$ cat src/rtl/spi_slave_frame_rx_if.sv
// rtl/spi_slave_frame_rx_if.sv - SPI pin bundle between the frame master and the frame receiver
interface spi_slave_frame_rx_if;
  logic sclk;
  logic mosi;
  logic ss;
  logic miso;

  modport master (output sclk, output mosi, output ss, input miso);
  modport slave  (input sclk, input mosi, input ss, output miso);
endinterface

$ cat src/rtl/spi_slave_frame_rx.sv
// rtl/spi_slave_frame_rx.sv - SPI mode-0 slave receiving the 14-bit counter frame, with miso loopback
module spi_slave_frame_rx #(
  parameter int SYNC_STAGES = 2,
  parameter bit CHECK_PAD   = 1'b1
) (
  input  logic                  clk,
  input  logic                  reset,
  spi_slave_frame_rx_if.slave   spi,
  output logic [13:0]           o_data,
  output logic                  o_valid,
  output logic                  o_frame_err
);

  typedef enum logic [1:0] {IDLE, RX, CHECK} state_t;

  state_t                 r_state, w_state_next;
  logic [SYNC_STAGES-1:0] r_sclk_sync, r_mosi_sync, r_ss_sync;
  logic                   r_sclk_prev, r_ss_prev;
  logic [4:0]             r_cnt;
  logic [15:0]            r_shift, r_tx;
  logic [13:0]            r_loop, r_data;
  logic                   r_miso, r_valid, r_err;

  logic w_sclk_s, w_mosi_s, w_ss_s;
  logic w_sclk_rise, w_sclk_fall, w_ss_rise;
  logic w_start, w_shift_in, w_shift_out, w_check, w_frame_ok;
  logic [15:0] w_tx_load;

  always_ff @(posedge clk or posedge reset) begin
    if (reset) begin
      r_sclk_sync <= '0;
      r_mosi_sync <= '0;
      r_ss_sync   <= '1;
      r_sclk_prev <= 1'b0;
      r_ss_prev   <= 1'b1;
    end else begin
      r_sclk_sync <= {r_sclk_sync[SYNC_STAGES-2:0], spi.sclk};
      r_mosi_sync <= {r_mosi_sync[SYNC_STAGES-2:0], spi.mosi};
      r_ss_sync   <= {r_ss_sync[SYNC_STAGES-2:0], spi.ss};
      r_sclk_prev <= w_sclk_s;
      r_ss_prev   <= w_ss_s;
    end
  end

  assign w_sclk_s    = r_sclk_sync[SYNC_STAGES-1];
  assign w_mosi_s    = r_mosi_sync[SYNC_STAGES-1];
  assign w_ss_s      = r_ss_sync[SYNC_STAGES-1];
  assign w_sclk_rise = w_sclk_s & ~r_sclk_prev;
  assign w_sclk_fall = ~w_sclk_s & r_sclk_prev;
  assign w_ss_rise   = w_ss_s & ~r_ss_prev;

  always_ff @(posedge clk or posedge reset) begin
    if (reset) r_state <= IDLE;
    else       r_state <= w_state_next;
  end

  // IDLE enters RX on the ss level, so a select that dropped during CHECK is not lost
  always_comb begin
    w_state_next = r_state;
    case (r_state)
      IDLE:    if (!w_ss_s)   w_state_next = RX;
      RX:      if (w_ss_rise) w_state_next = CHECK;
      CHECK:   w_state_next = IDLE;
      default: w_state_next = IDLE;
    endcase
  end

  always_comb begin
    w_start     = (r_state == IDLE) && !w_ss_s;
    w_shift_in  = (r_state == RX) && w_sclk_rise && !w_ss_rise;
    w_shift_out = (r_state == RX) && w_sclk_fall && !w_ss_rise;
    w_check     = (r_state == CHECK);
    w_frame_ok  = (r_cnt == 5'd16) && ((CHECK_PAD == 1'b0) || (r_shift[15:14] == 2'b00));
    w_tx_load   = {2'b00, r_loop};
  end

  always_ff @(posedge clk or posedge reset) begin
    if (reset) begin
      r_cnt   <= '0;
      r_shift <= '0;
      r_tx    <= '0;
      r_loop  <= '0;
      r_data  <= '0;
      r_miso  <= 1'b0;
      r_valid <= 1'b0;
      r_err   <= 1'b0;
    end else begin
      r_valid <= w_check && w_frame_ok;
      r_err   <= w_check && !w_frame_ok;
      if (w_start) begin
        r_cnt   <= '0;
        r_shift <= '0;
        r_tx    <= w_tx_load;
        r_miso  <= w_tx_load[15];
      end
      if (w_shift_in) begin
        r_shift <= {r_shift[14:0], w_mosi_s};
        if (r_cnt != 5'd17) r_cnt <= r_cnt + 5'd1;
      end
      // zero fill means miso falls to 0 once all 16 loopback bits are out
      if (w_shift_out) begin
        r_tx   <= {r_tx[14:0], 1'b0};
        r_miso <= r_tx[14];
      end
      if (w_check) begin
        r_tx   <= '0;
        r_miso <= 1'b0;
        if (w_frame_ok) begin
          r_data <= r_shift[13:0];
          r_loop <= r_shift[13:0];
        end
      end
    end
  end

  assign o_data      = r_data;
  assign o_valid     = r_valid;
  assign o_frame_err = r_err;
  assign spi.miso    = r_miso;

endmodule
$ cat src/flat_wrapper.sv
// flat-port wrapper written by rule: the top's interface ports become plain ports
module spi_slave_frame_rx_flat 
#(
  parameter int SYNC_STAGES = 2,
  parameter bit CHECK_PAD   = 1'b1
)
  (clk, reset, o_data, o_valid, o_frame_err, spi_sclk, spi_mosi, spi_ss, spi_miso);
  spi_slave_frame_rx_if spi_i ();
  input  logic clk;
  input  logic reset;
  output logic [13:0] o_data;
  output logic o_valid;
  output logic o_frame_err;
  input wire logic [$bits(spi_i.sclk)-1:0] spi_sclk;
  input wire logic [$bits(spi_i.mosi)-1:0] spi_mosi;
  input wire logic [$bits(spi_i.ss)-1:0] spi_ss;
  output wire logic [$bits(spi_i.miso)-1:0] spi_miso;
  assign spi_i.sclk = spi_sclk;
  assign spi_i.mosi = spi_mosi;
  assign spi_i.ss = spi_ss;
  assign spi_miso = spi_i.miso;
  spi_slave_frame_rx #(.SYNC_STAGES(SYNC_STAGES), .CHECK_PAD(CHECK_PAD)) u_core (.clk(clk), .reset(reset), .spi(spi_i), .o_data(o_data), .o_valid(o_valid), .o_frame_err(o_frame_err));
endmodule
$ cat config.mk
export PLATFORM = sky130hd
export DESIGN_NAME = spi_slave_frame_rx_flat
export DESIGN_NICKNAME = d
export VERILOG_FILES = /design/src/rtl/spi_slave_frame_rx_if.sv /design/src/rtl/spi_slave_frame_rx.sv /design/src/flat_wrapper.sv
export SDC_FILE = /design/constraint.sdc
export NUM_CORES = 1
export LEC_CHECK = 0
export ABC_AREA = 1
export BUFFER_PORTS_ARGS = -buffer_cell sky130_fd_sc_hd__buf_2
export CORE_MARGIN = 3
export CORE_UTILIZATION = 40
export DETAILED_ROUTE_END_ITERATION = 6
export PLACE_DENSITY = 0.61
export SYNTH_ARGS = -nofsm -noshare
export SYNTH_HDL_FRONTEND = slang
export SYNTH_SLANG_ARGS = --single-unit
$ cat constraint.sdc
create_clock -name clk -period 2 [get_ports clk]
set_clock_uncertainty 0.15 [all_clocks]
set_input_delay 0.4 -clock clk [delete_from_list [all_inputs] [get_ports clk]]
set_output_delay 0.4 -clock clk [all_outputs]
set_load 0.05 [all_outputs]
==> run_results.csv <==
group,metric,value,unit
sta,drv_slew,0,
clocking,post_cts_resize_count,0,
clocking,cts_buffer_depth,2,
sta,fin_tns_setup,0,ps
final_layout,area_growth,16.5,%
drt,wire_per_inst,13.8,microns
yosys,seq_area_frac_synth,0.570,
yosys,synthTopCellsByArea,"dfrtp_1 54%, nand2_1 17%, nand3_1 7.0%",
placement,postPlaceCellArea,0.00300,sq mm
min_path,hold_class,"reg2reg",
worst_setup_path,crit_arrival,1900,ps
drt,firstDrtPassIters,4,
sta,setup_violations,0,
global_routing,grt_pass1_vias,2132,
worst_setup_path,end_kind,"flip-flop",
yosys,synth_area_leader_cell,"dfrtp_1",
clocking,clock_sinks,63,
worst_setup_path,critPathMaxFanout,13,
worst_setup_path,worstPathCellList,"inv_1 -> nand2_1 -> nand3_1 -> a21oi_2 -> nand2_1 -> nand2_1",
drt,vias_per_cell,5.17,
die,rows,29,
sta,tightest_slew,643,ps
yosys,synthCells,320,
sta,slew_headroom,0.570,
final_layout,nets,358,
die,dieArea,0.00796,sq mm
final_layout,fillerInstances,629,
drt,drt_wl_total,5950,microns
worst_setup_path,cp_top_family,"flip-flops",
clocking,ctsHoldBuffers,3,
die,die_w,89.2,microns
power,p_leak,1.77,nW
sta,rsz0062_at_grt,"false",
drt,antenna_left,0,
run_status,status,"completed",
sta,hold_violations,0,
clocking,cts_root_buf,"clkbuf_8",
final_layout,utilization,0.494,
yosys,yosysTopAreaCellShare,0.542,
yosys,yosysWarnings,0,
clocking,numCtsBuffers,9,
power,power_density,936,mW/mm^2
global_routing,grt_pass1_wl,10400,microns
yosys,syn-cell-area,0.00277,sq mm
worst_setup_path,required,2130,ps
sta,fmax,567,MHz
yosys,ys_seq_elements,63,
global_routing,antenna_found_initial,0,
placement,port_buffers,21,
power,ir_drop,0.599,mV
placement,dp_hpwl,3790,microns
placement,routabilityCongestion,0.745,
yosys,synth_nets,328,
sta,period_minus_slack,1760,ps
die,initial_core_util,0.424,
run,drv_cap,0,
die,ios,22,
drt,drtIter0Drc,171,
global_routing,overflow,0,
placement,place_ws,222,ps
sta,min_period_over_period,0.882,
clocking,cts_tree,"built",
die,die_y,89.2,microns
yosys,syn-mean-instance-area,8.66,sq um
yosys,yosysUniqueCellTypes,22,
worst_setup_path,crit_top_cell,"nand2_1",
clocking,post-cts-setup-buffer-count,0,
global_routing,grtUsageTotal,0.174,
clocking,clk_pin_slew,70,ps
worst_setup_path,max_stage_delay,520,ps
drt,drc_errors,0,
clocking,cts.htree.levels,3,
drt,vias,2232,
worst_setup_path,cp_slowest_cell,"dfstp_2",
final_layout,antenna_cells,0,
worst_setup_path,start_kind,"flip-flop",
worst_setup_path,critical_path_class,"reg2reg",
final_layout,fin_area,0.00323,sq mm
global_routing,grt_max_degree,35,
worst_setup_path,timing.critical_path.buf_inv,1,
sta,setup_slack,236,ps
clocking,insertion_delay,340,ps
final_layout,drive_gt1_frac,0.180,
die,coreArea,0.00653,sq mm
## worst paths after layout
check | from | end | slack (ps) | cells after the start
worst max-delay path | u_core.r_ss_prev | u_core.r_tx[1] | 240 | 6
worst min-delay path | u_core.r_ss_sync[0] | u_core.r_ss_sync[1] | 200 | 0
worst max register to register | u_core.r_ss_prev | u_core.r_tx[1] | 240 | 6
worst min register to register | u_core.r_ss_sync[0] | u_core.r_ss_sync[1] | 200 | 0
max in group asynchronous | reset | u_core.r_shift[7] | 740 | 4
min in group asynchronous | reset | u_core.spi.miso | 420 | 3
## cell usage in the layout, fill, tap and decap left out, drive strengths merged
master	n
dfrtp	60
xnor2	1
xor2	2
nor2	9
bufinv	1
dlygate4sd3	4
clkinvlp	2
nand3	40
clkinv	1
nand4	29
buf	32
dfstp	3
clkbuf	13
nor3	3
nand2	129
inv	16
ha	3
a21oi	2
nand3b	1
o21ai	4
## sequential cells by signal, indices dropped and copies added (netlist names)
name                count
u_core.r_ss_prev        1
u_core.o_valid          1
u_core.r_state          2
u_core.o_frame_err      1
u_core.r_loop          14
u_core.r_mosi_sync      2
u_core.r_sclk_sync      2
u_core.r_ss_sync        2
u_core.r_sclk_prev      1
u_core.r_shift         16
u_core.spi.miso         1
u_core.r_tx            15
u_core.r_cnt            5
## kinds of logic after synthesis
| logic type | count (synthesis) | share of synthesized area |
|---|---|---|
| AOI/OAI and AO/OA | 6 | 0.0122 |
| and+or+nand+nor | 211 | 0.342 |
| adders and majority gates | 3 | 0.0136 |
| xor gates and xnor gates | 3 | 0.00949 |
| buffers and inverters | 34 | 0.0519 |
| DFF | 63 | 0.570 |
## worst reg2reg max path, cell delays in order (launching register included)
cell     delay (ps)
dfstp_2         520
inv_1            30
nand2_1         140
nand3_1         140
a21oi_2         510
nand2_1         130
nand2_1          80
## synthesized netlist by cell type
| master | count |
|---|---|
| a21oi_1 | 1 |
| a21oi_2 | 1 |
| buf_2 | 13 |
| clkbuf_1 | 4 |
| dfrtp_1 | 60 |
| dfstp_2 | 3 |
| ha_1 | 3 |
| inv_1 | 9 |
| inv_2 | 8 |
| nand2_1 | 129 |
| nand3_1 | 39 |
| nand3_2 | 1 |
| nand3b_1 | 1 |
| nand4_1 | 29 |
| nor2_1 | 7 |
| nor2_2 | 2 |
| nor3_1 | 1 |
| nor3_2 | 1 |
| nor3_4 | 1 |
| o21ai_1 | 4 |
| xnor2_1 | 1 |
| xor2_1 | 2 |
## power breakdown
| part | switching (mW) | total [mW] | internal [mW] |
|---|---|---|---|
| registers | 0.0483 | 1.38 | 1.33 |
| logic | 0.419 | 0.561 | 0.142 |
| clock network | 0.472 | 1.08 | 0.609 |
| total | 0.939 | 3.02 | 2.08 |
## final cells by class
class                           instances  area, sq um  share of cell area
Timing Repair Buffer                   36          240              0.0744
Sequential cell                        63         1580               0.490
Tap cell                               77         96.3              0.0299
Multi-Input combinational cell        223         1050               0.326
Inverter                               17         67.6              0.0209
Clock inverter                          3         42.5              0.0132
Clock buffer                           13          149              0.0461
## per-stage QoR
stage | total power [mW] | hold WS [ps] | cells
6_report | 3.02 | 199 | 432
3_3_place_gp | 1.96 | 189 | 412
5_1_grt | 3.19 | 201 | 432
3_5_place_dp | 1.95 | 189 | 412
4_1_cts | 3.05 | 0.132 | 431
2_1_floorplan | 1.79 | 181 | 320
## per-layer routing
layer / wire (microns) / GRT usage / up-vias
met4: 38 / 0.0595 / 0
met3: 294 / 0.0553 / 6
met1: 2970 / 0.246 / 1061
met2: 2650 / 0.252 / 57
li1: - / - / 1108
met5: 0 / 0 / -
Note: power is estimated with default switching activity, not from simulation.
